--- src/rtl/snn_pkg.sv ---
// Shared definitions for the spiking-neuron datapath blocks.
//   state_t  : sequencer state encoding (IDLE / ACCUM / DONE)
//   WEIGHT_W : width of one signed synaptic weight
//   clog2()  : elaboration-time ceil(log2) used for parameter sanity checks
package snn_pkg;

    typedef enum logic [1:0] {
        IDLE  = 2'd0,
        ACCUM = 2'd1,
        DONE  = 2'd2
    } state_t;

    localparam int WEIGHT_W = 8;

    function automatic int clog2(input int value);
        int r;
        r = 0;
        while ((1 << r) < value) begin
            r++;
        end
        return r;
    endfunction

endpackage

--- src/rtl/current_clip.sv ---
// Combinational signed saturator from an ACC_W-bit accumulator to an 8-bit
// input current. Only instantiated when INPUT_CURRENT_CLIP_EN is defined.
//   acc     : signed accumulator value (ACC_W bits)
//   current : saturated result, 0x7F above +127, 0x80 below -128
module current_clip
    import snn_pkg::*;
#(
    parameter int ACC_W = 14
) (
    input  logic signed [ACC_W-1:0]    acc,
    output logic        [WEIGHT_W-1:0] current
);

    localparam logic signed [ACC_W-1:0] MAX_V = ACC_W'(127);
    localparam logic signed [ACC_W-1:0] MIN_V = ACC_W'(-128);

    always_comb begin
        current = acc[WEIGHT_W-1:0];
        if (acc > MAX_V) begin
            current = 8'h7F;
        end else if (acc < MIN_V) begin
            current = 8'h80;
        end
    end

endmodule

--- src/rtl/input_current_scheduler.sv ---
// Serial input-current sequencer: walks synapse 0..M-1, one per cycle,
// adding the signed weight of every synapse whose snapshotted spike bit is
// set, then publishes the 8-bit result with a one-cycle done pulse.
// Optional build macro INPUT_CURRENT_CLIP_EN: when defined the result is
// saturated to [-128,127]; otherwise it is the low 8 bits of the sum.
//   clk           : rising-edge clock
//   reset         : synchronous reset, active low
//   start         : request a pass (accepted in IDLE or DONE)
//   input_spikes  : spike vector, captured on an accepted start
//   weights       : flattened signed weights, weight i at [i*8 +: 8]
//   busy          : high while accumulating
//   done          : one-cycle pulse when input_current updates
//   input_current : signed 8-bit result, held between passes
//   syn_idx       : synapse currently accumulated, 0 when idle
//
// state | meaning
// IDLE  | waiting for start
// ACCUM | adding weight[syn_idx] when its spike is set, one synapse per cycle
// DONE  | final sum available; publish result, optionally accept next start
module input_current_scheduler
    import snn_pkg::*;
#(
    parameter int M     = 24,
    parameter int ACC_W = 14,
    parameter int IDX_W = 5
) (
    input  logic                  clk,
    input  logic                  reset,
    input  logic                  start,
    input  logic [M-1:0]          input_spikes,
    input  logic [M*WEIGHT_W-1:0] weights,
    output logic                  busy,
    output logic                  done,
    output logic [WEIGHT_W-1:0]   input_current,
    output logic [IDX_W-1:0]      syn_idx
);

    if (ACC_W < clog2(M * 128) + 1) begin : g_bad_acc_w
        $error("ACC_W too small for M synapses");
    end
    if ((1 << IDX_W) < M) begin : g_bad_idx_w
        $error("IDX_W too small for M synapses");
    end

    state_t                     state_q, state_d;
    logic signed [ACC_W-1:0]    acc_q, acc_d;
    logic [M-1:0]               snap_q, snap_d;
    logic [IDX_W-1:0]           idx_d;
    logic                       busy_d, done_d;
    logic [WEIGHT_W-1:0]        cur_d;
    logic [WEIGHT_W-1:0]        cur_result;
    logic [WEIGHT_W-1:0]        cur_weight;
    logic signed [ACC_W-1:0]    cur_weight_ext;

    assign cur_weight     = weights[32'(syn_idx)*WEIGHT_W +: WEIGHT_W];
    assign cur_weight_ext = {{(ACC_W-WEIGHT_W){cur_weight[WEIGHT_W-1]}}, cur_weight};

`ifdef INPUT_CURRENT_CLIP_EN
    current_clip #(.ACC_W(ACC_W)) u_current_clip (
        .acc     (acc_q),
        .current (cur_result)
    );
`else
    assign cur_result = acc_q[WEIGHT_W-1:0];
`endif

    always_ff @(posedge clk) begin
        if (!reset) begin
            state_q       <= IDLE;
            acc_q         <= '0;
            snap_q        <= '0;
            syn_idx       <= '0;
            busy          <= 1'b0;
            done          <= 1'b0;
            input_current <= 8'h00;
        end else begin
            state_q       <= state_d;
            acc_q         <= acc_d;
            snap_q        <= snap_d;
            syn_idx       <= idx_d;
            busy          <= busy_d;
            done          <= done_d;
            input_current <= cur_d;
        end
    end

    always_comb begin
        state_d = state_q;
        acc_d   = acc_q;
        snap_d  = snap_q;
        idx_d   = syn_idx;
        busy_d  = 1'b0;
        done_d  = 1'b0;
        cur_d   = input_current;
        case (state_q)
            IDLE: begin
                if (start) begin
                    snap_d  = input_spikes;
                    acc_d   = '0;
                    idx_d   = '0;
                    busy_d  = 1'b1;
                    state_d = ACCUM;
                end
            end
            ACCUM: begin
                if (snap_q[syn_idx]) begin
                    acc_d = acc_q + cur_weight_ext;
                end
                // Last synapse: index returns to 0 so it reads 0 when not busy.
                if (syn_idx == IDX_W'(M-1)) begin
                    idx_d   = '0;
                    state_d = DONE;
                end else begin
                    idx_d  = syn_idx + IDX_W'(1);
                    busy_d = 1'b1;
                end
            end
            DONE: begin
                cur_d  = cur_result;
                done_d = 1'b1;
                if (start) begin
                    snap_d  = input_spikes;
                    acc_d   = '0;
                    idx_d   = '0;
                    busy_d  = 1'b1;
                    state_d = ACCUM;
                end else begin
                    state_d = IDLE;
                end
            end
            default: begin
                state_d = IDLE;
            end
        endcase
    end

endmodule

--- config.mk ---
export PLATFORM = sky130hd
export DESIGN_NAME = input_current_scheduler
export DESIGN_NICKNAME = d
export VERILOG_FILES = /design/src/rtl/snn_pkg.sv /design/src/rtl/current_clip.sv /design/src/rtl/input_current_scheduler.sv
export SDC_FILE = /design/constraint.sdc
export NUM_CORES = 1
export LEC_CHECK = 0
export ABC_AREA = 0
export BUFFER_PORTS_ARGS = -buffer_cell sky130_fd_sc_hd__buf_4
export CAP_MARGIN = 0
export CORE_MARGIN = 2
export CORE_UTILIZATION = 47
export CTS_CLUSTER_SIZE = 20
export DETAILED_ROUTE_END_ITERATION = 16
export GPL_ROUTABILITY_DRIVEN = 0
export HOLD_SLACK_MARGIN = 0.12
export PLACE_DENSITY = 0.93
export SLEW_MARGIN = 20
export SYNTH_ARGS = -nofsm -noshare
export SYNTH_HDL_FRONTEND = slang
export SYNTH_SLANG_ARGS = --single-unit
--- constraint.sdc ---
create_clock -name clk -period 12 [get_ports clk]
set_clock_uncertainty 0.2 [all_clocks]
set_input_delay 1.2 -clock clk [delete_from_list [all_inputs] [get_ports clk]]
set_output_delay 1.2 -clock clk [all_outputs]
set_load 0.01 [all_outputs]
**Word-level counts from Yosys, hierarchy flattened**

Cells that the tools add are included.

- Logic and storage cells: 41
- Output and inout port bits: 15
- Input bits: 219
- Register bits: 55

- Add/sub/neg operators: 2
- Order comparisons: 1
- Mux-type cells: 16
- Eq/ne operators: 7
- Reductions and logical operators: 7
- Shift operators: 1

Operators with widths:

| operator | count |
|---|---|
| 192-bit by 9-bit variable part select with 8-bit output | 1 |
| 14-bit 2-to-1 mux | 2 |
| 14-bit case mux with 2 select lines | 1 |
| 14-bit by 8-bit adder with 14-bit output | 1 |
| 5-bit 2-to-1 mux | 2 |
| 5-bit case mux with 2 select lines | 1 |
| 5-bit by 6-bit < comparator with 1-bit output (second input constant) | 1 |
| 2-bit inequality test (second input constant) | 3 |
| 2-bit case mux with 3 select lines | 1 |
| 2-bit AND reduction | 3 |
| 5-bit by 1-bit adder with 5-bit output (second input constant) | 1 |
| 1-bit binary-select mux with 5-bit select | 1 |
| 5-bit == test (second input constant) | 1 |
| 1-bit 2-to-1 mux | 5 |
| 2-bit 2-to-1 mux | 2 |
| 3-bit AND reduction | 1 |
| 2-bit by 1-bit == test with 1-bit output (second input constant) | 1 |
| 2-bit == test (second input constant) | 1 |
| 2-bit zero test | 1 |
| 2-bit by 1-bit inequality test with 1-bit output (second input constant) | 1 |
| 1-bit case mux with 2 select lines | 1 |
| 2-bit nonzero test | 1 |
| 2-bit OR reduction | 1 |

**Logic depth before layout (Yosys ltp)**

- Depth in word-level cells: 4
- Gate-level depth with buffers: 16
- Depth with buffers taken out: 13

**Least setup slack after synthesis**

Ideal clock, no wire load.

- Kind: input to register
- From: input port weights[121]
- To: register acc_q[7]
- Path buffers: 0
- Arrival: 3759 ps
- Stages: 12
- Setup slack: 7925 ps
- Library setup time: 116 ps
- Path through: mux4_2 mux4_2 inv_1 o22ai_1 ha_1 a21o_1 a21oi_1 o21bai_1 o41a_1 xor2_1 mux2i_1 a31o_1

- Longest elaborated chain between the ends: 4

RTL lines:

| item | line | source |
|---|---|---|
| start, declared | input_current_scheduler.sv:31 | `input logic [M*WEIGHT_W-1:0] weights,` |
| 192-bit by 9-bit variable part select with 8-bit output | input_current_scheduler.sv:55 | `assign cur_weight = weights[32'(syn_idx)*WEIGHT_W +: WEIGHT_W];` |
| 14-bit by 8-bit adder with 14-bit output | input_current_scheduler.sv:107 | `acc_d = acc_q + cur_weight_ext;` |
| 14-bit 2-to-1 mux | input_current_scheduler.sv:106 | `if (snap_q[syn_idx]) begin` |
| 14-bit case mux with 2 select lines | input_current_scheduler.sv:95 | `case (state_q)` |
| end signal, assigned | input_current_scheduler.sv:70 | `acc_q <= '0;` |
| end signal, assigned | input_current_scheduler.sv:78 | `acc_q <= acc_d;` |
| end, declared | input_current_scheduler.sv:46 | `logic signed [ACC_W-1:0] acc_q, acc_d;` |

No other way between the ends. The select of a mux whose other input is x is not followed.
A chain may end at the register's enable or synchronous reset.

**Worst setup path in the final report**

- From: register syn_idx[0]
- To: register acc_q[6]

- Longest elaborated chain between the ends: 4
- Elaborated cells on any way between the ends: 8
- Classes of those cells: 1 x add/sub; 1 x eq/ne; 1 x shift; 4 x mux; 1 x reduce/logical

RTL lines:

| item | line | source |
|---|---|---|
| start, declared | input_current_scheduler.sv:35 | `output logic [IDX_W-1:0] syn_idx` |
| start signal, assigned | input_current_scheduler.sv:80 | `syn_idx <= idx_d;` |
| 192-bit by 9-bit variable part select with 8-bit output or 1-bit binary-select mux with 5-bit select (tied branches) | input_current_scheduler.sv:55, input_current_scheduler.sv:106 |  |
| 14-bit by 8-bit adder with 14-bit output or 1-bit 2-to-1 mux (tied branches) | input_current_scheduler.sv:107, input_current_scheduler.sv:106 |  |
| 14-bit 2-to-1 mux or 2-bit inequality test (tied branches) | n/a |  |
| 14-bit case mux with 2 select lines or 3-bit AND reduction (tied branches) | n/a |  |

Parallel ways exist; a longest one is shown, timed or not. The select of a mux whose other input is x is not followed.

==> impl_results.md <==
* Max FO, Critical Path at between 40 and 50
* Gates resized, CTS repair at 0
* Switching power total at around 120 µW
* Logic gate share of total power at 0.308
* Clock slew at the register clock pins of the worst setup and hold paths at around 0.10 ns
* Port bufs at between 200 and 250
* Number of nets in the synthesized netlist at about 600
* Status: finished, final reports clean
* Worst slack on hold paths at 0.259 ns
* Post-CTS Setup Repair Bufs at 0
* Kind of critical path: register to register
* Power Internal at approximately 340 µW
* Count of final hold-check violations at 0
* Average cell area after synthesis at ~10 µm²
* Transition at the pin with the smallest max-transition slack at around 0.99 ns
* Setup_tns at 0 ns
* Final wirelength at 13,800 µm
* Post-synth top area cell: mux4_2
* Maximum achievable frequency at around 0.22 GHz
* Worst R2R Start: syn_idx[0]
* Global-route wire length before repair at approximately 21,000 µm
* Worst Hold Class: register to register
* Vias at just under 4,000
* Layout cell share with drive strength beyond 1 at 0.515
* Switch share at 0.253
* Number of buffers and inverters on the critical path at 2
* Detail Placement HPWL at between 10,000 and 15,000 µm
* Residual antenna-violating net count after detailed routing at 0
* Time the final worst path needs with I/O delays and setup at 4.60 ns
* Number of flops mapped to enable cells by yosys at 0
* Clock tree root buffer cell: clkbuf_8
* Hold EP: input_current[7]
* Proportion of netlist area held by the largest area contributor at 0.303
* Largest stage delay on the critical path at slightly below 0.7 ns
* Number of antenna repair diodes at 0
* Die X at 93.9 µm
* Detailed Route Iter0 Violations at around 210
* Number of buffers inserted during clock tree synthesis at 5
* Leakage power at approximately 0.0024 µW
* Data required, critical path at 11.96 ns
* Number of flip-flops and latches in the synthesized netlist at just under 50
* Worst vdd ir at 0.0804 mV
* Full die area at ~0.0088 mm²
* # hold bufs at CTS at 0
* Total design power at ~460 µW
* Most frequently used cell type in the post-synthesis netlist: nand2_1
* Fin crit share at 0.384
* Area of all placed cells without fillers at 0.00568 mm²
* Max Slew Vio Count at 0
* Maxcap violations at 0
* Setup-violating endpoint count in the final report at 0
* Top post-synthesis cells by count: nand2_1 (71), mux4_2 (51), dfxtp_1 (49), a21oi_1 (42), mux2i_1 (26)
* Cells after synthesis at around 370
* Clock insertion delay at the later pin of the skew report at 0.30 ns
* Highest-delay cell along the critical path: buf_4
* Unrepaired setup endpoints after global routing: false
* Remaining routing DRC violations at 0
* Maximum number of pins on one net before global-route repair at 47
* Area added between synthesis and finish at 49.8%
* End-of-flow core utilization at 0.732
* Flop2flop setup slack at around 7.4 ns
* Initial antenna violation count at 1
* Number of rows created at floorplan at 32
* Height of the die at 93.9 µm
* Kind of capture point of the worst setup path: register
* Number of different library cells in the post-synthesis netlist at between 40 and 50
* Clk sink count at between 40 and 50
* Cell Area, Placed at between 0.005 and 0.006 mm²
* Yosys Warn Count at 0
* Clock power frac at 0.309
* Terminus of the critical flop-to-flop path: acc_q[6]
* Proportion of register bits with asynchronous set or reset after synthesis at 0
* Category of the worst setup path launch point: register
* Layout net count at 815
* Prevailing post-synth register cell: dfxtp_1
* I/O pins at roughly 230
* Number of cells on the worst reg-to-reg path at 14
* Effective utilization at floorplan at 0.489
* CTS max path bufs at 2
* Via count of the first global-routing pass at between 4,000 and 5,000
* Total track usage at 0.312
* Pwr/cell area at a little over 80 mW/mm²
* Data arrival time of the worst path at about 4.6 ns
* Maximum level of the CTS H-tree at 2
* DR WL/cell at between 15 and 20 µm
* Top post-synthesis cells by area: mux4_2 (30%), dfxtp_1 (26%), nand2_1 (7.0%)
* First-pass DRT Iterations at 4
* Relative contribution of sequential cells to total power at 0.384
* Cell breakdown of the critical path: buf_4 > mux4_2 > mux4_2 > inv_1 > o22ai_1 > ha_1 > fa_1 > a21o_1 > a21oi_1 > o21bai_1 > a21oi_1 > xnor2_1 > a22oi_1 > nor2_1
* Critical path's top delay family: multiplexers
* Share of the yosys chip area belonging to registers at 0.258
* Core box area at about 0.008 mm²
* Clock tree from TritonCTS: yes
* Global route overflow at 0
* Slew Limit Headroom at 0.340
* Beginning of the worst hold path: input_current[7]
* Vias/cell at 5.76
* WHS Path Cells at 2
* Post-Synthesis Cell Area at 0.00379 mm²
cell families (layout without fill, tap and decap cells):
family	after synthesis	after routing	synth area share
adder cells (fa/ha/maj)	9	9	0.0317
flip-flops	49	49	0.258
multiplexers	81	81	0.391
buffers and inverters	42	256	0.0534
AO/OA/AOI/OAI	75	75	0.123
XOR/XNOR	7	7	0.0162
AND/OR/NAND/NOR	111	111	0.127
flip-flops by register name (all words and copies together) (netlist names):
| register | count |
|---|---|
| acc_q | 8 |
| snap_q | 24 |
| busy | 1 |
| done | 1 |
| input_current | 8 |
| state_q | 2 |
| syn_idx | 5 |
power groups by stage:
stage | sequential (µW) | combinational, µW | clock [µW]
after floorplan | 176 | 75.3 | 0
after global placement | 179 | 135 | 0
after detailed placement | 180 | 140 | 0
after CTS | 176 | 141 | 141
after global routing | 177 | 152 | 147
final | 176 | 141 | 142
how the worst max path moves through the flow:
| stage | from | end | depth (start not counted) |
|---|---|---|---|
| after global routing | syn_idx[0] | acc_q[7] | 13 |
| after detailed placement | syn_idx[0] | acc_q[7] | 13 |
| final | syn_idx[0] | acc_q[6] | 14 |
| after global placement | syn_idx[0] | acc_q[7] | 13 |
| after floorplan | weights[121] | acc_q[7] | 12 |
| after CTS | syn_idx[0] | acc_q[6] | 14 |
final cells by class:
type / count / area, µm²
clock buffers: 5 / 68.8
inverters: 11 / 41.3
clock inverters: 3 / 68.8
flip-flops and latches: 49 / 986
well taps: 102 / 128
multi-input cells: 283 / 2610
fillers: 588 / 2080
repair buffers: 237 / 1780
metrics by stage:
stage / std cells / setup slack, ns
after floorplan: 374 / 7.93
after global placement: 682 / 7.56
after detailed placement: 682 / 7.45
after CTS: 690 / 7.40
after global routing: 690 / 7.11
final: 690 / 7.40
cell usage in the layout (no fill, tap or decap), drive strengths merged, types with 3 or more instances in the layout:
master | Yosys | layout
mux4 | 53 | 53
dfxtp | 49 | 49
a21oi | 42 | 42
mux2i | 26 | 26
nand3 | 4 | 4
nand2 | 71 | 71
nor2b | 6 | 6
a22oi | 11 | 11
nor2 | 15 | 15
xnor2 | 4 | 4
ha | 8 | 8
xor2 | 3 | 3
clkbuf | 11 | 5
inv | 11 | 12
o21ai | 3 | 3
nand3b | 3 | 3
buf | 20 | 237
nand2b | 4 | 4
o22ai | 7 | 7
worst min-delay path, delay by kind of cell (launching register included):
kind,cells,cell delay [ns]
compound gates,1,0.05
flops,1,0.32
simple gates,1,0.05
routing by layer:
metal  part of all wire  track usage  vias to the layer above
li1                   -            -                     1835
met1               0.36        0.348                     1885
met2               0.49        0.538                      214
met3               0.12        0.129                       40
met4              0.030        0.103                        2
met5             0.0012            0                        -
Power figures use the tool's default switching activity.
